===== config.mk =====
export PLATFORM = sky130hd
export DESIGN_NAME = piece_fifo12
export DESIGN_NICKNAME = d
export VERILOG_FILES = /design/src/rtl/piece_pkg.sv /design/src/rtl/piece_fifo_ctrl.sv /design/src/rtl/piece_fifo12.sv
export SDC_FILE = /design/constraint.sdc
export NUM_CORES = 1
export LEC_CHECK = 0
export ABC_AREA = 0
export BUFFER_PORTS_ARGS = -buffer_cell sky130_fd_sc_hd__buf_2
export CAP_MARGIN = 20
export CELL_PAD_IN_SITES_DETAIL_PLACEMENT = 2
export CELL_PAD_IN_SITES_GLOBAL_PLACEMENT = 2
export CORE_ASPECT_RATIO = 1.4
export CORE_MARGIN = 1
export CORE_UTILIZATION = 45
export DETAILED_ROUTE_END_ITERATION = 7
export GPL_ROUTABILITY_DRIVEN = 0
export PLACE_DENSITY = 0.88
export SYNTH_ARGS = -nofsm -noshare
export SYNTH_HDL_FRONTEND = slang
export SYNTH_SLANG_ARGS = --single-unit

===== constraint.sdc =====
create_clock -name clk -period 5.49 [get_ports clk]
set_input_delay 1.098 -clock clk [delete_from_list [all_inputs] [get_ports clk]]
set_output_delay 1.098 -clock clk [all_outputs]
set_load 0.005 [all_outputs]

===== src/rtl/piece_pkg.sv =====
// Shared definitions for the 43-bit word assembler path and its piece buffer.
package piece_pkg;

   localparam int unsigned PIECE_W = 12;
   localparam int unsigned GROUP_N = 4;
   localparam int unsigned WORD_W  = 43;

   typedef logic [PIECE_W-1:0] piece_t;

endpackage


===== src/rtl/piece_fifo_ctrl.sv =====
// Pointer, occupancy and group-position control for piece_fifo12.
// Flush and reset both clear all state; a pop is suppressed in either cycle.
module piece_fifo_ctrl
   import piece_pkg::*;
#(
   parameter int unsigned DEPTH = 8,
   parameter int unsigned AW    = $clog2(DEPTH)
) (
   input  logic          clk,
   input  logic          rst,
   input  logic          flush,
   input  logic          push_req,
   input  logic          pop_req,
   output logic          push,
   output logic          pop,
   output logic [AW-1:0] wr_ptr,
   output logic [AW-1:0] rd_ptr,
   output logic [AW:0]   count,
   output logic          full,
   output logic [1:0]    piece_idx
);

   localparam int unsigned CNT_W = AW + 1;

   logic empty;

   assign full  = (count == CNT_W'(DEPTH));
   assign empty = (count == '0);

   // Full is judged on the current count only, so a pop in the same cycle
   // never makes room for a push.
   assign push = push_req && !full;
   assign pop  = pop_req && !empty && !flush && !rst;

   // Pointer, count and group-position update; flush outranks push/pop.
   always_ff @(posedge clk) begin
      if (rst || flush) begin
         wr_ptr    <= '0;
         rd_ptr    <= '0;
         count     <= '0;
         piece_idx <= '0;
      end else begin
         if (push) begin
            wr_ptr <= wr_ptr + AW'(1);
         end
         if (pop) begin
            rd_ptr    <= rd_ptr + AW'(1);
            piece_idx <= (piece_idx == 2'(GROUP_N - 1)) ? '0 : piece_idx + 2'd1;
         end
         case ({push, pop})
            2'b10:   count <= count + CNT_W'(1);
            2'b01:   count <= count - CNT_W'(1);
            default: count <= count;
         endcase
      end
   end

endmodule


===== src/rtl/piece_fifo12.sv =====
// Piece buffer feeding the 43-bit word assembler: valid/ready in,
// read_enable-gated write_enable/data_in out, group position tracking.
// Optional sticky overflow flag enabled by defining PIECE_FIFO_OVF_EN.
module piece_fifo12
   import piece_pkg::*;
#(
   parameter int unsigned DATA_W = PIECE_W,
   parameter int unsigned DEPTH  = 8
) (
   input  logic                   clk,
   input  logic                   rst,
   input  logic                   in_valid,
   input  logic [DATA_W-1:0]      in_data,
   output logic                   in_ready,
   input  logic                   dn_read_enable,
   output logic                   dn_write_enable,
   output logic [DATA_W-1:0]      dn_data,
   output logic [1:0]             piece_idx,
   output logic [$clog2(DEPTH):0] level,
   input  logic                   flush,
   output logic                   overflow
);

   localparam int unsigned AW = $clog2(DEPTH);

   logic [DATA_W-1:0] mem [DEPTH];
   logic [AW-1:0]     wr_ptr;
   logic [AW-1:0]     rd_ptr;
   logic              push;
   logic              pop;
   logic              full;

   piece_fifo_ctrl #(
      .DEPTH (DEPTH),
      .AW    (AW)
   ) u_ctrl (
      .clk       (clk),
      .rst       (rst),
      .flush     (flush),
      .push_req  (in_valid),
      .pop_req   (dn_read_enable),
      .push      (push),
      .pop       (pop),
      .wr_ptr    (wr_ptr),
      .rd_ptr    (rd_ptr),
      .count     (level),
      .full      (full),
      .piece_idx (piece_idx)
   );

   assign in_ready        = !full;
   assign dn_write_enable = pop;
   assign dn_data         = mem[rd_ptr];

   // Storage write; contents are never reset, the pointers define validity.
   always_ff @(posedge clk) begin
      if (push) begin
         mem[wr_ptr] <= in_data;
      end
   end

`ifdef PIECE_FIFO_OVF_EN
   // Sticky refused-push flag; survives flush, cleared only by reset.
   always_ff @(posedge clk) begin
      if (rst) begin
         overflow <= 1'b0;
      end else if (in_valid && !in_ready) begin
         overflow <= 1'b1;
      end
   end
`else
   assign overflow = 1'b0;
`endif

endmodule

# --- Word level (Yosys, flattened, before mapping) ---
# Memories as Yosys holds them, arrays and structs flattened. A register that Yosys moved wholly into a read port is not among the register bits.
# Cells that the tools add are included.
op_classes:
  addsub: 5
  muxes: 6
  n_reduce_logical: 11
  n_eq_ne: 4
ops:
  columns: ["operator", "count"]
  rows:
  - ["$pmux 4 s2", 1]
  - ["$add 3x1->3 const B", 2]
  - ["$mux 3", 2]
  - ["$add 4x1->4 const B", 1]
  - ["$eq 2x2->1 const B", 2]
  - ["$eq 4x4->1 const B", 1]
  - ["$logic_and 1x1->1", 4]
  - ["$logic_not 1->1", 4]
  - ["$logic_not 4->1", 1]
  - ["$sub 4x1->4 const B", 1]
  - ["$add 2x1->2 const B", 1]
  - ["$eq 2x1->1 const B", 1]
  - ["$mux 1", 2]
  - ["$mux 2", 1]
  - ["$reduce_bool 2->1", 1]
  - ["$logic_or 1x1->1", 1]
word_totals:
  wordCells: 31
  mem_bits_rw: 96
  n_memories: 1
  regBits: 12
memory_table:
  columns: ["name", "words", "word_bits", "read_ports", "rd_ports_with_merged_regs", "write_ports", "line", "text"]
  rows:
  - ["mem", 8, 12, 1, 1, 1, "piece_fifo12.sv:26", "logic [DATA_W-1:0] mem [DEPTH];"]

# --- Logic depth before layout (Yosys ltp) ---
logic_depth:
  ltp_word: 7
  mapped_depth: 11
  mapped_depth_nobuf: 9

# --- Hierarchy ---
# Synthesis repeated with hierarchy kept, for this count alone.
hier_totals:
  hier_cells: 225
  area_unflattened_um2: 4410.5
by_module_without_submodules:
  columns: ["module", "seq_area_each_um2", "n_inst", "area_per_inst_um2", "cells_each"]
  rows:
  - ["piece_fifo12", 2882.8, 1, 3762.4, 155]
  - ["piece_fifo_ctrl", 240.2, 1, 648.1, 70]

# --- Worst setup path before layout ---
# OpenSTA, ideal clock, no wires.
synth_path:
  path_kind: "input-to-reg"
  startpoint: "input port flush"
  endpoint: "register u_ctrl.count[2]"
  required_ns: 5.420
  stages: 11
  t_arrival_ns: 3.067
  setup_slack_ns: 2.353
  setup_ns: 0.070
  cell_sequence: "or2_2 clkbuf_1 clkbuf_1 nor2_1 ha_1 xor2_1 ha_1 a21oi_1 xor2_1 or3_1 a21oi_1"
synth_between:
  elab_chain_cells: 5
  word_cells_on_any_way: 8
synth_rtl:
  columns: ["element", "line", "text"]
  rows:
  - ["start: declaration", "piece_fifo12.sv:20", "input logic flush,"]
  - ["$logic_not 1->1 (*)", "piece_fifo_ctrl.sv:33", "assign pop = pop_req && !empty && !flush && !rst;"]
  - ["$logic_and 1x1->1 (*) (2 in a row)", "piece_fifo_ctrl.sv:33", null]
  - ["named net dn_write_enable", "piece_fifo12.sv:16", "output logic dn_write_enable,"]
  - ["$eq 2x1->1 / $eq 2x2->1 (equally long branches)", "piece_fifo_ctrl.sv:50", "case ({push, pop})"]
  - ["$pmux 4 s2 / $reduce_bool 2->1 (equally long branches)", null, null]
  - ["end signal: assignment", "piece_fifo_ctrl.sv:51", "2'b10: count <= count + CNT_W'(1);"]
  - ["end signal: assignment", "piece_fifo_ctrl.sv:52", "2'b01: count <= count - CNT_W'(1);"]
  - ["end signal: assignment", "piece_fifo_ctrl.sv:53", "default: count <= count;"]
  - ["end: declaration", "piece_fifo_ctrl.sv:18", "output logic [AW:0] count,"]
# The timed path passes the listed nets; every way through them passes the cells marked *.
# A chain may end at the register's enable or synchronous reset.

==> reports/metrics.yaml <==
die:
  rows: 42
  dieHeight_microns: 120
  coreArea_sq_um: 9560
  io_pins: 38
  fp.dieArea_sq_um: 10300
  start_util: 0.467
  die_width_microns: 86.2
clocking:
  cts_num_sinks: 111
  clockRootBuffer: "clkbuf_16"
  cts_hold_buf: 0
  clk_pin_slew_worst_paths_ps: 70
  cts_made_buffers: 9
  cts_setup_buffers: 0
  clk-insertion-delay-late_ps: 350
  cts.repair.resized: 0
  cts_tree: "yes"
  ctsHtreeMaxLevel: 3
  clk_path_buf_depth: 2
min_path:
  min-delay-start: "u_ctrl.wr_ptr[0]"
  hold_path.class: "reg -> reg"
critical_path:
  critPathBufInv: 1
  crit_path_start_kind: "register"
  path_cells: "mux4_1 > mux2_2 > buf_2"
  worstReg2RegStart: "u_ctrl.count[2]"
  path_delay_family: "flip-flops"
  cp_data_required_time_ps: 4390
  critPathMaxFanout: 24
  slowest_stage: "dfxtp_1"
  arrival_ps: 2240
  cp-end-kind: "output pin"
  crit_type: "reg -> out"
  max_stage_delay_ps: 1030
sta:
  fmax_ghz: 0.300
  finalHoldViolCount: 0
  worst_pin_slew_ps: 1080
  tns_ps: 0
  period_needed_ps: 3340
  slew_headroom: 0.281
  setup_viol: 0
  finalClockSkew_ps: 7.35
  rsz0062_at_grt: "false"
  fin_crit_sh: 0.608
  slew_viol_final: 0
yosys:
  synth_edf_count: 96
  synthCells: 226
  synth_top_area_share: 0.646
  synthFlopType: "edfxtp_1"
  synth_area_leaders: "edfxtp_1 (65%), mux4_1 (12%), dfxtp_1 (6.7%)"
  synth_seq_cells: 111
  yosysMostFrequentCell: "edfxtp_1"
  avgSynthCellArea_sq_um: 19.8
  synth-async-reset-ratio: 0
  synth_commonest_cells: "edfxtp_1 (96), mux4_1 (21), nor2_1 (17)"
  yosysTopAreaCell: "edfxtp_1"
  syn_nets: 249
  syn_area_sq_um: 4460
  ys_types: 31
  ys_warn_count: 0
  synth-seq-area-share: 0.713
power_and_ir_drop:
  ir_worst_vdd_uv: 154
  leakagePower_nw: 1.76
  power_density_nw_per_um2: 324
finish:
  design_area_sq_um: 5120
  n_fill_cell: 863
  nets: 293
  drive_gt1_frac: 0.295
  diodes: 0
  syn_to_final_growth_pct: 14.6
global_route:
  antenna_found_initial: 0
  grt_pass1_vias: 2454
  grt_max_degree: 25
  grt-ovfl-total: 0
  grt_pass1_wl_microns: 14700
  globalRouteTotalUtil: 0.206
routing:
  avgViaCountPerCell: 5.51
  wl_per_cell_microns: 23.7
  drc: 0
  finalWirelength_microns: 9640
  ant_nets: 0
  drt_iter0_markers: 128
  dr.pass1.iters: 4
  vias: 2244
status:
  outcome: "finished, final reports clean"
run:
  maxCapViolCount: 0
place:
  port_buffers: 36
  detailed_place_hpwl_microns: 6420
  place_area_sq_um: 4810
## cells by family after synthesis
kind of cell	after synthesis	synth area share
DFF	111	0.713
muxes	39	0.176
and+or+nand+nor	38	0.0432
other	1	0.000840
xor gates and xnor gates	6	0.0118
AOI/OAI and AO/OA	11	0.0188
adders and majority gates	6	0.0168
buffers and inverters	14	0.0199
## routing by layer
layer | part of all wire | vias to the layer above | wire length (microns) | track usage
met5 | 0 | - | 0 | 0
met4 | 0.016 | 0 | 153 | 0.0719
met3 | 0.037 | 10 | 357 | 0.0475
met2 | 0.51 | 48 | 4920 | 0.347
met1 | 0.44 | 1180 | 4210 | 0.259
li1 | - | 1006 | - | -
## final cells by class
| cell class | instances | area, sq um | area share |
|---|---|---|---|
| tap | 132 | 165 | 0.0323 |
| timing repair buffer | 45 | 248 | 0.0484 |
| multi-input combinational | 101 | 1200 | 0.235 |
| clock inverter | 4 | 53.8 | 0.0105 |
| clock buffer | 12 | 256 | 0.0501 |
| sequential | 111 | 3180 | 0.622 |
| inverter | 2 | 7.51 | 0.00147 |
## power breakdown
part	total, mW	leakage, nW	switching, mW	internal (mW)
Sequential	0.931	0.993	0.00514	0.926
Clock	0.665	0.145	0.286	0.380
Combinational	0.0631	0.619	0.0354	0.0277
## registers in the layout, indices dropped and copies added (netlist names), named ones only
signal,cells
u_ctrl.piece_idx,2
u_ctrl.rd_ptr,3
mem,96
u_ctrl.wr_ptr,3
u_ctrl.count,4
## placed cells by master (no fill, tap or decap), types with 3 or more instances in the layout
master / instances
ha_1: 6
nor2_1: 17
mux4_1: 21
dfxtp_1: 15
mux4_2: 3
edfxtp_1: 96
nand3_1: 3
nand2b_1: 4
a21oi_1: 6
buf_4: 9
buf_2: 36
mux2i_1: 3
clkbuf_16: 9
xor2_1: 5
nand2_1: 3
mux2_2: 12
## per-stage QoR
stage	power, mW	hold WS, ps	setup slack, ps	cells	util
after floorplan	0.980	462	2350	226	-
after global placement	1.01	479	2380	391	0.502
after detailed placement	1.01	505	2200	391	0.502
after CTS	1.67	524	2110	407	0.535
after global routing	1.71	539	2050	407	0.535
final	1.66	507	2150	407	0.535
## worst register-to-register path, cell delays in order (launching register included)
cell and delay (ps):
dfxtp_1 400, o41ai_4 650, nor2_1 180, ha_1 320, xor2_1 170, ha_1 200
a21oi_1 170, xor2_1 120, or3_1 320, a21oi_1 140
## worst paths after layout
kind              cells past startpoint  slack [ps]          endpoint
setup reg to reg                      9        2780   u_ctrl.count[2]
setup / recovery                      3        2150        dn_data[0]
hold reg to reg                       2         510  u_ctrl.wr_ptr[0]
hold / removal                        2         510  u_ctrl.wr_ptr[0]
Note: power is estimated with default switching activity, not from simulation.
